==> config.mk <==
export PLATFORM = sky130hd
export DESIGN_NAME = bram_c_readback_ctrl_flat
export DESIGN_NICKNAME = d
export VERILOG_FILES = /design/src/rtl/bram_c_pkg.sv /design/src/rtl/bram_c_readback_ctrl_if.sv /design/src/rtl/bram_c_readback_ctrl_rd_lat_counter.sv /design/src/rtl/bram_c_readback_ctrl.sv /design/src/flat_wrapper.sv
export SDC_FILE = /design/constraint.sdc
export NUM_CORES = 1
export LEC_CHECK = 0
export ABC_AREA = 1
export CORE_MARGIN = 2
export CORE_UTILIZATION = 40
export DETAILED_ROUTE_END_ITERATION = 10
export PLACE_DENSITY_LB_ADDON = 0.25
export SLEW_MARGIN = 25
export SYNTH_ARGS = -nofsm -noshare
export SYNTH_HDL_FRONTEND = slang
export SYNTH_SLANG_ARGS = --single-unit
==> constraint.sdc <==
create_clock -name clk -period 3.72 [get_ports clk]
set_clock_uncertainty 0.05 [all_clocks]
set_input_delay 0.744 -clock clk [delete_from_list [all_inputs] [get_ports clk]]
set_output_delay 0.744 -clock clk [all_outputs]
set_load 0.005 [all_outputs]
==> src/rtl/bram_c_pkg.sv <==
// Shared definitions for the BRAM C address generators (read-back and write side).
package bram_c_pkg;

    localparam int unsigned BRAM_C_ADDR_W = 4;
    localparam int unsigned BRAM_C_DATA_W = 8;
    localparam int unsigned RD_LAT_CNT_W  = 2;

    typedef enum logic [2:0] {
        IDLE,
        ISSUE,
        WAIT,
        PRESENT,
        FINISH
    } bram_c_state_t;

endpackage

==> src/rtl/bram_c_readback_ctrl_if.sv <==
// BRAM C port-A read side plus the valid/ready word stream toward the consumer.
interface bram_c_readback_ctrl_if
    import bram_c_pkg::*;
#(
    parameter int unsigned ADDR_W = BRAM_C_ADDR_W,
    parameter int unsigned DATA_W = BRAM_C_DATA_W
) ();

    logic              start;
    logic              read_back_select;
    logic [ADDR_W-1:0] addra;
    logic [DATA_W-1:0] douta;
    logic [DATA_W-1:0] m_data;
    logic [ADDR_W-1:0] m_addr;
    logic              m_valid;
    logic              m_ready;
    logic              busy;
    logic              done;

    modport master (
        input  start,
        input  douta,
        input  m_ready,
        output read_back_select,
        output addra,
        output m_data,
        output m_addr,
        output m_valid,
        output busy,
        output done
    );

    modport slave (
        output start,
        output douta,
        output m_ready,
        input  read_back_select,
        input  addra,
        input  m_data,
        input  m_addr,
        input  m_valid,
        input  busy,
        input  done
    );

endinterface

==> src/rtl/bram_c_readback_ctrl_rd_lat_counter.sv <==
// Loadable down-counter that times the BRAM read latency; zero flag is combinational.
module rd_lat_counter
    import bram_c_pkg::*;
#(
    parameter int unsigned CNT_W = RD_LAT_CNT_W
) (
    input  logic             clk,
    input  logic             rst,
    input  logic             i_load,
    input  logic [CNT_W-1:0] i_load_val,
    input  logic             i_dec,
    output logic             o_zero_c
);

    logic [CNT_W-1:0] r_cnt;

    always_ff @(posedge clk) begin
        if (rst) begin
            r_cnt <= '0;
        end else if (i_load) begin
            r_cnt <= i_load_val;
        end else if (i_dec && (r_cnt != '0)) begin
            r_cnt <= r_cnt - CNT_W'(1);
        end
    end

    assign o_zero_c = (r_cnt == '0);

endmodule

==> src/rtl/bram_c_readback_ctrl.sv <==
// Sequential BRAM C reader: owns port A during a scan and streams {addr, data} words.
// Optional continuous scanning is enabled with `define READBACK_LOOP_EN.
module bram_c_readback_ctrl
    import bram_c_pkg::*;
#(
    parameter int unsigned ADDR_W = BRAM_C_ADDR_W,
    parameter int unsigned DATA_W = BRAM_C_DATA_W,
    parameter int unsigned DEPTH  = 16,
    parameter int unsigned RD_LAT = 1
) (
    input logic                    clk,
    input logic                    rst,
    bram_c_readback_ctrl_if.master bus
);

    localparam logic [RD_LAT_CNT_W-1:0] LAT_LOAD  = RD_LAT_CNT_W'(RD_LAT - 1);
    localparam logic [ADDR_W-1:0]       LAST_ADDR = ADDR_W'(DEPTH - 1);

    bram_c_state_t     r_state;
    logic              r_rbs;
    logic [ADDR_W-1:0] r_addra;
    logic [DATA_W-1:0] r_m_data;
    logic [ADDR_W-1:0] r_m_addr;
    logic              r_m_valid;
    logic              r_busy;
    logic              r_done;

    bram_c_state_t     w_state_nxt;
    logic              w_rbs_nxt;
    logic [ADDR_W-1:0] w_addra_nxt;
    logic [DATA_W-1:0] w_m_data_nxt;
    logic [ADDR_W-1:0] w_m_addr_nxt;
    logic              w_m_valid_nxt;
    logic              w_busy_nxt;
    logic              w_done_nxt;
    logic              w_cnt_load;
    logic              w_cnt_dec;
    logic              w_cnt_zero;
    logic              w_last;

`ifdef READBACK_LOOP_EN
    logic              r_stop;
    logic              w_stop_nxt;
`endif

    rd_lat_counter #(
        .CNT_W      (RD_LAT_CNT_W)
    ) u_rd_lat_counter (
        .clk        (clk),
        .rst        (rst),
        .i_load     (w_cnt_load),
        .i_load_val (LAT_LOAD),
        .i_dec      (w_cnt_dec),
        .o_zero_c   (w_cnt_zero)
    );

    assign w_last = (r_addra == LAST_ADDR);

    // State and registered outputs
    always_ff @(posedge clk) begin
        if (rst) begin
            r_state   <= IDLE;
            r_rbs     <= 1'b0;
            r_addra   <= '0;
            r_m_data  <= '0;
            r_m_addr  <= '0;
            r_m_valid <= 1'b0;
            r_busy    <= 1'b0;
            r_done    <= 1'b0;
        end else begin
            r_state   <= w_state_nxt;
            r_rbs     <= w_rbs_nxt;
            r_addra   <= w_addra_nxt;
            r_m_data  <= w_m_data_nxt;
            r_m_addr  <= w_m_addr_nxt;
            r_m_valid <= w_m_valid_nxt;
            r_busy    <= w_busy_nxt;
            r_done    <= w_done_nxt;
        end
    end

`ifdef READBACK_LOOP_EN
    always_ff @(posedge clk) begin
        if (rst) begin
            r_stop <= 1'b0;
        end else begin
            r_stop <= w_stop_nxt;
        end
    end
`endif

    // Next-state and next-output decode; done is a one-cycle pulse by default-clear
    always_comb begin
        w_state_nxt   = r_state;
        w_rbs_nxt     = r_rbs;
        w_addra_nxt   = r_addra;
        w_m_data_nxt  = r_m_data;
        w_m_addr_nxt  = r_m_addr;
        w_m_valid_nxt = r_m_valid;
        w_busy_nxt    = r_busy;
        w_done_nxt    = 1'b0;
        w_cnt_load    = 1'b0;
        w_cnt_dec     = 1'b0;
`ifdef READBACK_LOOP_EN
        w_stop_nxt    = r_stop;
`endif

        case (r_state)
            IDLE: begin
`ifdef READBACK_LOOP_EN
                w_stop_nxt = 1'b0;
`endif
                if (bus.start) begin
                    w_state_nxt = ISSUE;
                    w_rbs_nxt   = 1'b1;
                    w_addra_nxt = '0;
                    w_busy_nxt  = 1'b1;
                end
            end

            ISSUE: begin
`ifdef READBACK_LOOP_EN
                if (bus.start) w_stop_nxt = 1'b1;
`endif
                w_cnt_load  = 1'b1;
                w_state_nxt = WAIT;
            end

            WAIT: begin
`ifdef READBACK_LOOP_EN
                if (bus.start) w_stop_nxt = 1'b1;
`endif
                if (w_cnt_zero) begin
                    w_m_data_nxt  = bus.douta;
                    w_m_addr_nxt  = r_addra;
                    w_m_valid_nxt = 1'b1;
                    w_state_nxt   = PRESENT;
                end else begin
                    w_cnt_dec = 1'b1;
                end
            end

            PRESENT: begin
`ifdef READBACK_LOOP_EN
                if (bus.start) w_stop_nxt = 1'b1;
`endif
                if (bus.m_ready) begin
                    w_m_valid_nxt = 1'b0;
`ifdef READBACK_LOOP_EN
                    if (r_stop || bus.start) begin
                        w_state_nxt = FINISH;
                        w_rbs_nxt   = 1'b0;
                        w_busy_nxt  = 1'b0;
                        w_done_nxt  = 1'b1;
                    end else if (w_last) begin
                        w_done_nxt  = 1'b1;
                        w_addra_nxt = '0;
                        w_state_nxt = ISSUE;
                    end else begin
                        w_addra_nxt = r_addra + ADDR_W'(1);
                        w_state_nxt = ISSUE;
                    end
`else
                    if (w_last) begin
                        w_state_nxt = FINISH;
                        w_rbs_nxt   = 1'b0;
                        w_busy_nxt  = 1'b0;
                        w_done_nxt  = 1'b1;
                    end else begin
                        w_addra_nxt = r_addra + ADDR_W'(1);
                        w_state_nxt = ISSUE;
                    end
`endif
                end
            end

            FINISH: begin
`ifdef READBACK_LOOP_EN
                w_stop_nxt = 1'b0;
`endif
                w_state_nxt = IDLE;
            end

            default: begin
                w_state_nxt = IDLE;
            end
        endcase
    end

    assign bus.read_back_select = r_rbs;
    assign bus.addra            = r_addra;
    assign bus.m_data           = r_m_data;
    assign bus.m_addr           = r_m_addr;
    assign bus.m_valid          = r_m_valid;
    assign bus.busy             = r_busy;
    assign bus.done             = r_done;

endmodule

==> src/flat_wrapper.sv <==
// flat-port wrapper written by rule: the top's interface ports become plain ports
module bram_c_readback_ctrl_flat import bram_c_pkg::*;
#(
    parameter int unsigned ADDR_W = BRAM_C_ADDR_W,
    parameter int unsigned DATA_W = BRAM_C_DATA_W,
    parameter int unsigned DEPTH  = 16,
    parameter int unsigned RD_LAT = 1
)
  (clk, rst, bus_start, bus_douta, bus_m_ready, bus_read_back_select, bus_addra, bus_m_data, bus_m_addr, bus_m_valid, bus_busy, bus_done);
  bram_c_readback_ctrl_if #(.ADDR_W(ADDR_W), .DATA_W(DATA_W)) bus_i ();
  input logic clk;
  input logic rst;
  input wire logic [$bits(bus_i.start)-1:0] bus_start;
  input wire logic [$bits(bus_i.douta)-1:0] bus_douta;
  input wire logic [$bits(bus_i.m_ready)-1:0] bus_m_ready;
  output wire logic [$bits(bus_i.read_back_select)-1:0] bus_read_back_select;
  output wire logic [$bits(bus_i.addra)-1:0] bus_addra;
  output wire logic [$bits(bus_i.m_data)-1:0] bus_m_data;
  output wire logic [$bits(bus_i.m_addr)-1:0] bus_m_addr;
  output wire logic [$bits(bus_i.m_valid)-1:0] bus_m_valid;
  output wire logic [$bits(bus_i.busy)-1:0] bus_busy;
  output wire logic [$bits(bus_i.done)-1:0] bus_done;
  assign bus_i.start = bus_start;
  assign bus_i.douta = bus_douta;
  assign bus_i.m_ready = bus_m_ready;
  assign bus_read_back_select = bus_i.read_back_select;
  assign bus_addra = bus_i.addra;
  assign bus_m_data = bus_i.m_data;
  assign bus_m_addr = bus_i.m_addr;
  assign bus_m_valid = bus_i.m_valid;
  assign bus_busy = bus_i.busy;
  assign bus_done = bus_i.done;
  bram_c_readback_ctrl #(.ADDR_W(ADDR_W), .DATA_W(DATA_W), .DEPTH(DEPTH), .RD_LAT(RD_LAT)) u_core (.clk(clk), .rst(rst), .bus(bus_i));
endmodule
==> results <==
- The worst register-to-register path has a depth of 6.
- The starting density of the core is 42.5%.
- The first global-routing pass estimated 3930 µm of wire.
- The count of final max-slew check failures came to 0.
- STA puts the critical path data arrival time at 1.36 ns.
- The final global-route overflow total is 0.
- The area inside the core boundary is 0.00248 mm².
- The detail-routed via count per cell is 4.91.
- Setup violations remaining at the end of the flow were counted as 0.
- The pin count of the biggest net entering global routing is 19.
- The synthesized design contains 24 register bits.
- The simple-gate area share of the yosys netlist is 31.8%.
- The worst register-to-register path begins at u_core.u_rd_lat_counter.r_cnt[0].
- The count of synthesis-stage warnings from yosys is 0.
- The first-pass detailed-route iteration total is 4.
- In this run the critical register-to-register path is captured at u_core.bus.m_addr[3].
- At the placement stage, the worst setup path has a slack of 1.56 ns.
- Leaving out fill and tap cells, the most frequent cells in the layout are nor2_1 (32), clkdlybuf4s50_1 (31), dfxtp_1 (24), nand2_1 (18), o21ai_0 (13).
- For this run, the total global-route usage over all layers was measured as 15.6%.
- The family with the most delay on the worst path is buffers and inverters.
- The worst-case IR drop observed on VDD is 0.348 mV.
- By area, the combinational part of the netlist is dominated by simple AND/OR/NAND/NOR gates.
- In this run the worst setup path terminates at bus_addra[2].
- The area added between synthesis and finish is 35.7%.
- Once detail routing completed, the nets flagged for antenna violations numbered 0.
- The number of maximum-capacitance constraint violations is 0.
- The number of global-route vias before repair is 915.
- The number of buffer cells added on primary ports is 31.
- Leaving out fill and tap cells, the most frequent cell in the layout is nor2_1.
- Together, buffers and inverters on the worst path number 1.
- Based on the critical path, the design can be clocked at up to 465 MHz.
- Across all setup checks in the final design, the least slack found is 1.57 ns.
- For this run, the post-layout net count is 186.
- The type of the setup path with the least slack is reg -> out.
- After clock tree synthesis, the setup repair step added 0 buffers.
- The number of nets in the synthesized netlist is 154.
- The number of library cell types mapped by synthesis is 23.
- The number of antenna violations at the first check in global routing is 0.
- The average cell area after synthesis is 7.53 µm².
- The routability congestion estimate is 0.858.
- The flow ran to the end, and the final reports show no timing, DRC or antenna violations.
- The remaining routing DRC violations is 0.
- In this run, post-CTS repair resized a total of 0 instances.
- In this run the clock root is driven by a clkbuf_4.
- STA classifies the critical path startpoint as a flip-flop.
- Summing the areas of all compound-gate instances in the mapped netlist gives 11.5% of the synthesized area.
- For the worst-skew pair, the clock arrives at the later sink with an insertion delay of 0.31 ns.
- The number of H-tree levels is 1.
- The clock passes through at most 2 buffers.
- Summing over every cut layer, the via total after detailed routing is 987.
- At the worst endpoint, the required time is 2.93 ns.
- The count of inserted antenna diode cells is 0.
- The floorplan step defined a die boundary enclosing 0.00306 mm².
- The total number of clock tree sinks is 24.
- The maximum fanout along the worst path is 7.
- Summing the areas of all fa, ha and maj instances in the mapped netlist gives 2.38% of the synthesized area.
- The quantity of hold-fixing buffers added after cts is 0.
- The share of the Yosys chip area taken by registers is 45.6%.
- Counting the buffers created by CTS gives 3.
- The average routed wire per standard cell is 10.8 µm.
- The clock slew at the register clock pins of the worst setup and hold paths is 0.14 ns.
- The detailed router's first-iteration violation count is 21.
- The half-perimeter wire length of the detailed placement result is 1640 µm.
- In this run the static leakage power is 0.587 nW.
- The slew of the pin with the lowest slew margin is 0.452 ns.
- In this design, the stage delay of the slowest critical-path cell is 0.55 ns.
- Final hold analysis gives a worst-case slack of 0.416 ns.
- Of the cells placed in the final design, the portion with a size suffix greater than 1 is 8.77%.
- The type of the worst min-delay path is reg -> reg.
- The routed design has 2170 µm of wire.
- The share of the cycle needed by the critical path after routing is 57.8%.
- The number of hold violations in the final report came to 0.
- The setup slack on the worst flop-to-flop path is 2.15 ns.
- The synthesized instance count is 140.
- The beginning of the critical path is u_core.bus.addra[2].
- The power per standard cell area is 596 mW/mm².
- For the finished layout, the period the worst path requires is 2.15 ns.
- The xor and xnor area share after synthesis is 0.831%.
- The site row count is 18.
- The type of destination of the critical path is a primary output.
- The y dimension of the die is 55.3 µm.
- Pin placement for this block handled 32 I/O pins.
- Traced cell by cell, the critical path runs through clkdlybuf4s50_1.
- The highest-delay cell along the critical path is clkdlybuf4s50_1.
- The horizontal extent of the die is 55.3 µm.
- Setup repair after global routing left no endpoint under its margin.
- The cell area that synthesis handed to floorplanning was 0.00105 mm².
- The logic depth of the worst setup path including buffers is 1.
- The mux cell area share after synthesis is 0%.
- The final total negative setup slack is 0 ns.
- Headroom to the max-slew limit came out at 69.9%.
- The CTS tree is built.
## how the worst min path moves through the flow
| stage | start | endpoint | slack (ns) | cells after the start |
|---|---|---|---|---|
| after detailed placement | u_core.u_rd_lat_counter.r_cnt[0] | u_core.u_rd_lat_counter.r_cnt[0] | 0.40 | 2 |
| after global routing | u_core.u_rd_lat_counter.r_cnt[0] | u_core.u_rd_lat_counter.r_cnt[0] | 0.44 | 2 |
| after global placement | u_core.u_rd_lat_counter.r_cnt[0] | u_core.u_rd_lat_counter.r_cnt[0] | 0.40 | 2 |
| after floorplan | u_core.u_rd_lat_counter.r_cnt[0] | u_core.u_rd_lat_counter.r_cnt[0] | 0.39 | 2 |
| after CTS | u_core.u_rd_lat_counter.r_cnt[0] | u_core.u_rd_lat_counter.r_cnt[0] | 0.42 | 2 |
| final | u_core.u_rd_lat_counter.r_cnt[0] | u_core.u_rd_lat_counter.r_cnt[0] | 0.42 | 2 |
## report_power, final
group	switching (mW)	internal [mW]	leakage, nW
clock network	0.0771	0.109	0.0279
registers	0.0376	0.310	0.196
logic	0.158	0.161	0.362
total	0.273	0.580	0.587
## per-layer routing
| layer | share of wire (%) | track usage, % | vias to the layer above |
|---|---|---|---|
| li1 | - | - | 512 |
| met1 | 47 | 20.2 | 443 |
| met2 | 46 | 24.8 | 30 |
| met3 | 6.5 | 3.98 | 2 |
| met4 | 0.46 | 6.27 | 0 |
| met5 | 0 | 0 | - |
## final cells by class
class                           instances  area [µm²]
Fill cell                             242        1050
Multi-Input combinational cell         97         490
Sequential cell                        24         480
Timing Repair Buffer                   31         310
Inverter                               15        58.8
Tap cell                               30        37.5
Clock inverter                          1        30.0
Clock buffer                            3        22.5
## synthesized netlist by cell type
library cell / n / area, µm²
nand2_2: 1 / 6.26
dfxtp_1: 24 / 480
nor2_4: 1 / 11.3
nor2_1: 32 / 120
nand3_1: 12 / 60.1
nand4_1: 1 / 6.26
a21oi_1: 6 / 30.0
o211a_1: 1 / 10.0
inv_4: 1 / 6.26
nand2_1: 18 / 67.6
xnor2_1: 1 / 8.76
o21ai_0: 13 / 65.1
nor4_1: 2 / 12.5
a211oi_1: 1 / 7.51
nor2_2: 1 / 6.26
nand2_4: 4 / 45.0
ha_1: 2 / 25.0
inv_1: 12 / 45.0
buf_2: 1 / 5.00
a21oi_2: 1 / 8.76
inv_2: 2 / 7.51
buf_4: 2 / 15.0
clkbuf_1: 1 / 3.75
## through the flow
step	instance area [µm²]	std cells	power, mW	utilization [%]
2_1_floorplan	1050	140	0.541	-
3_3_place_gp	1380	197	0.667	55.6
3_5_place_dp	1380	197	0.675	55.6
4_1_cts	1430	201	0.862	57.7
5_1_grt	1430	201	0.920	57.7
6_report	1430	201	0.853	57.7
## registers in the layout, indices dropped and copies added (netlist names)
| register | count |
|---|---|
| u_core.bus.m_data | 8 |
| u_core.bus.addra | 4 |
| u_core.bus.m_addr | 4 |
| u_core.r_state | 3 |
| u_core.u_rd_lat_counter.r_cnt | 2 |
| u_core.bus.done | 1 |
| u_core.bus.m_valid | 1 |
| u_core.bus.read_back_select | 1 |
## cells by family (layout without fill, tap and decap cells)
logic type | Yosys count | count (layout)
fa+ha+maj | 2 | 2
flops | 24 | 24
compound gates | 22 | 22
simple gates | 72 | 72
xor+xnor | 1 | 1
buf+inv | 19 | 50
Note: power is estimated with default switching activity, not from simulation.
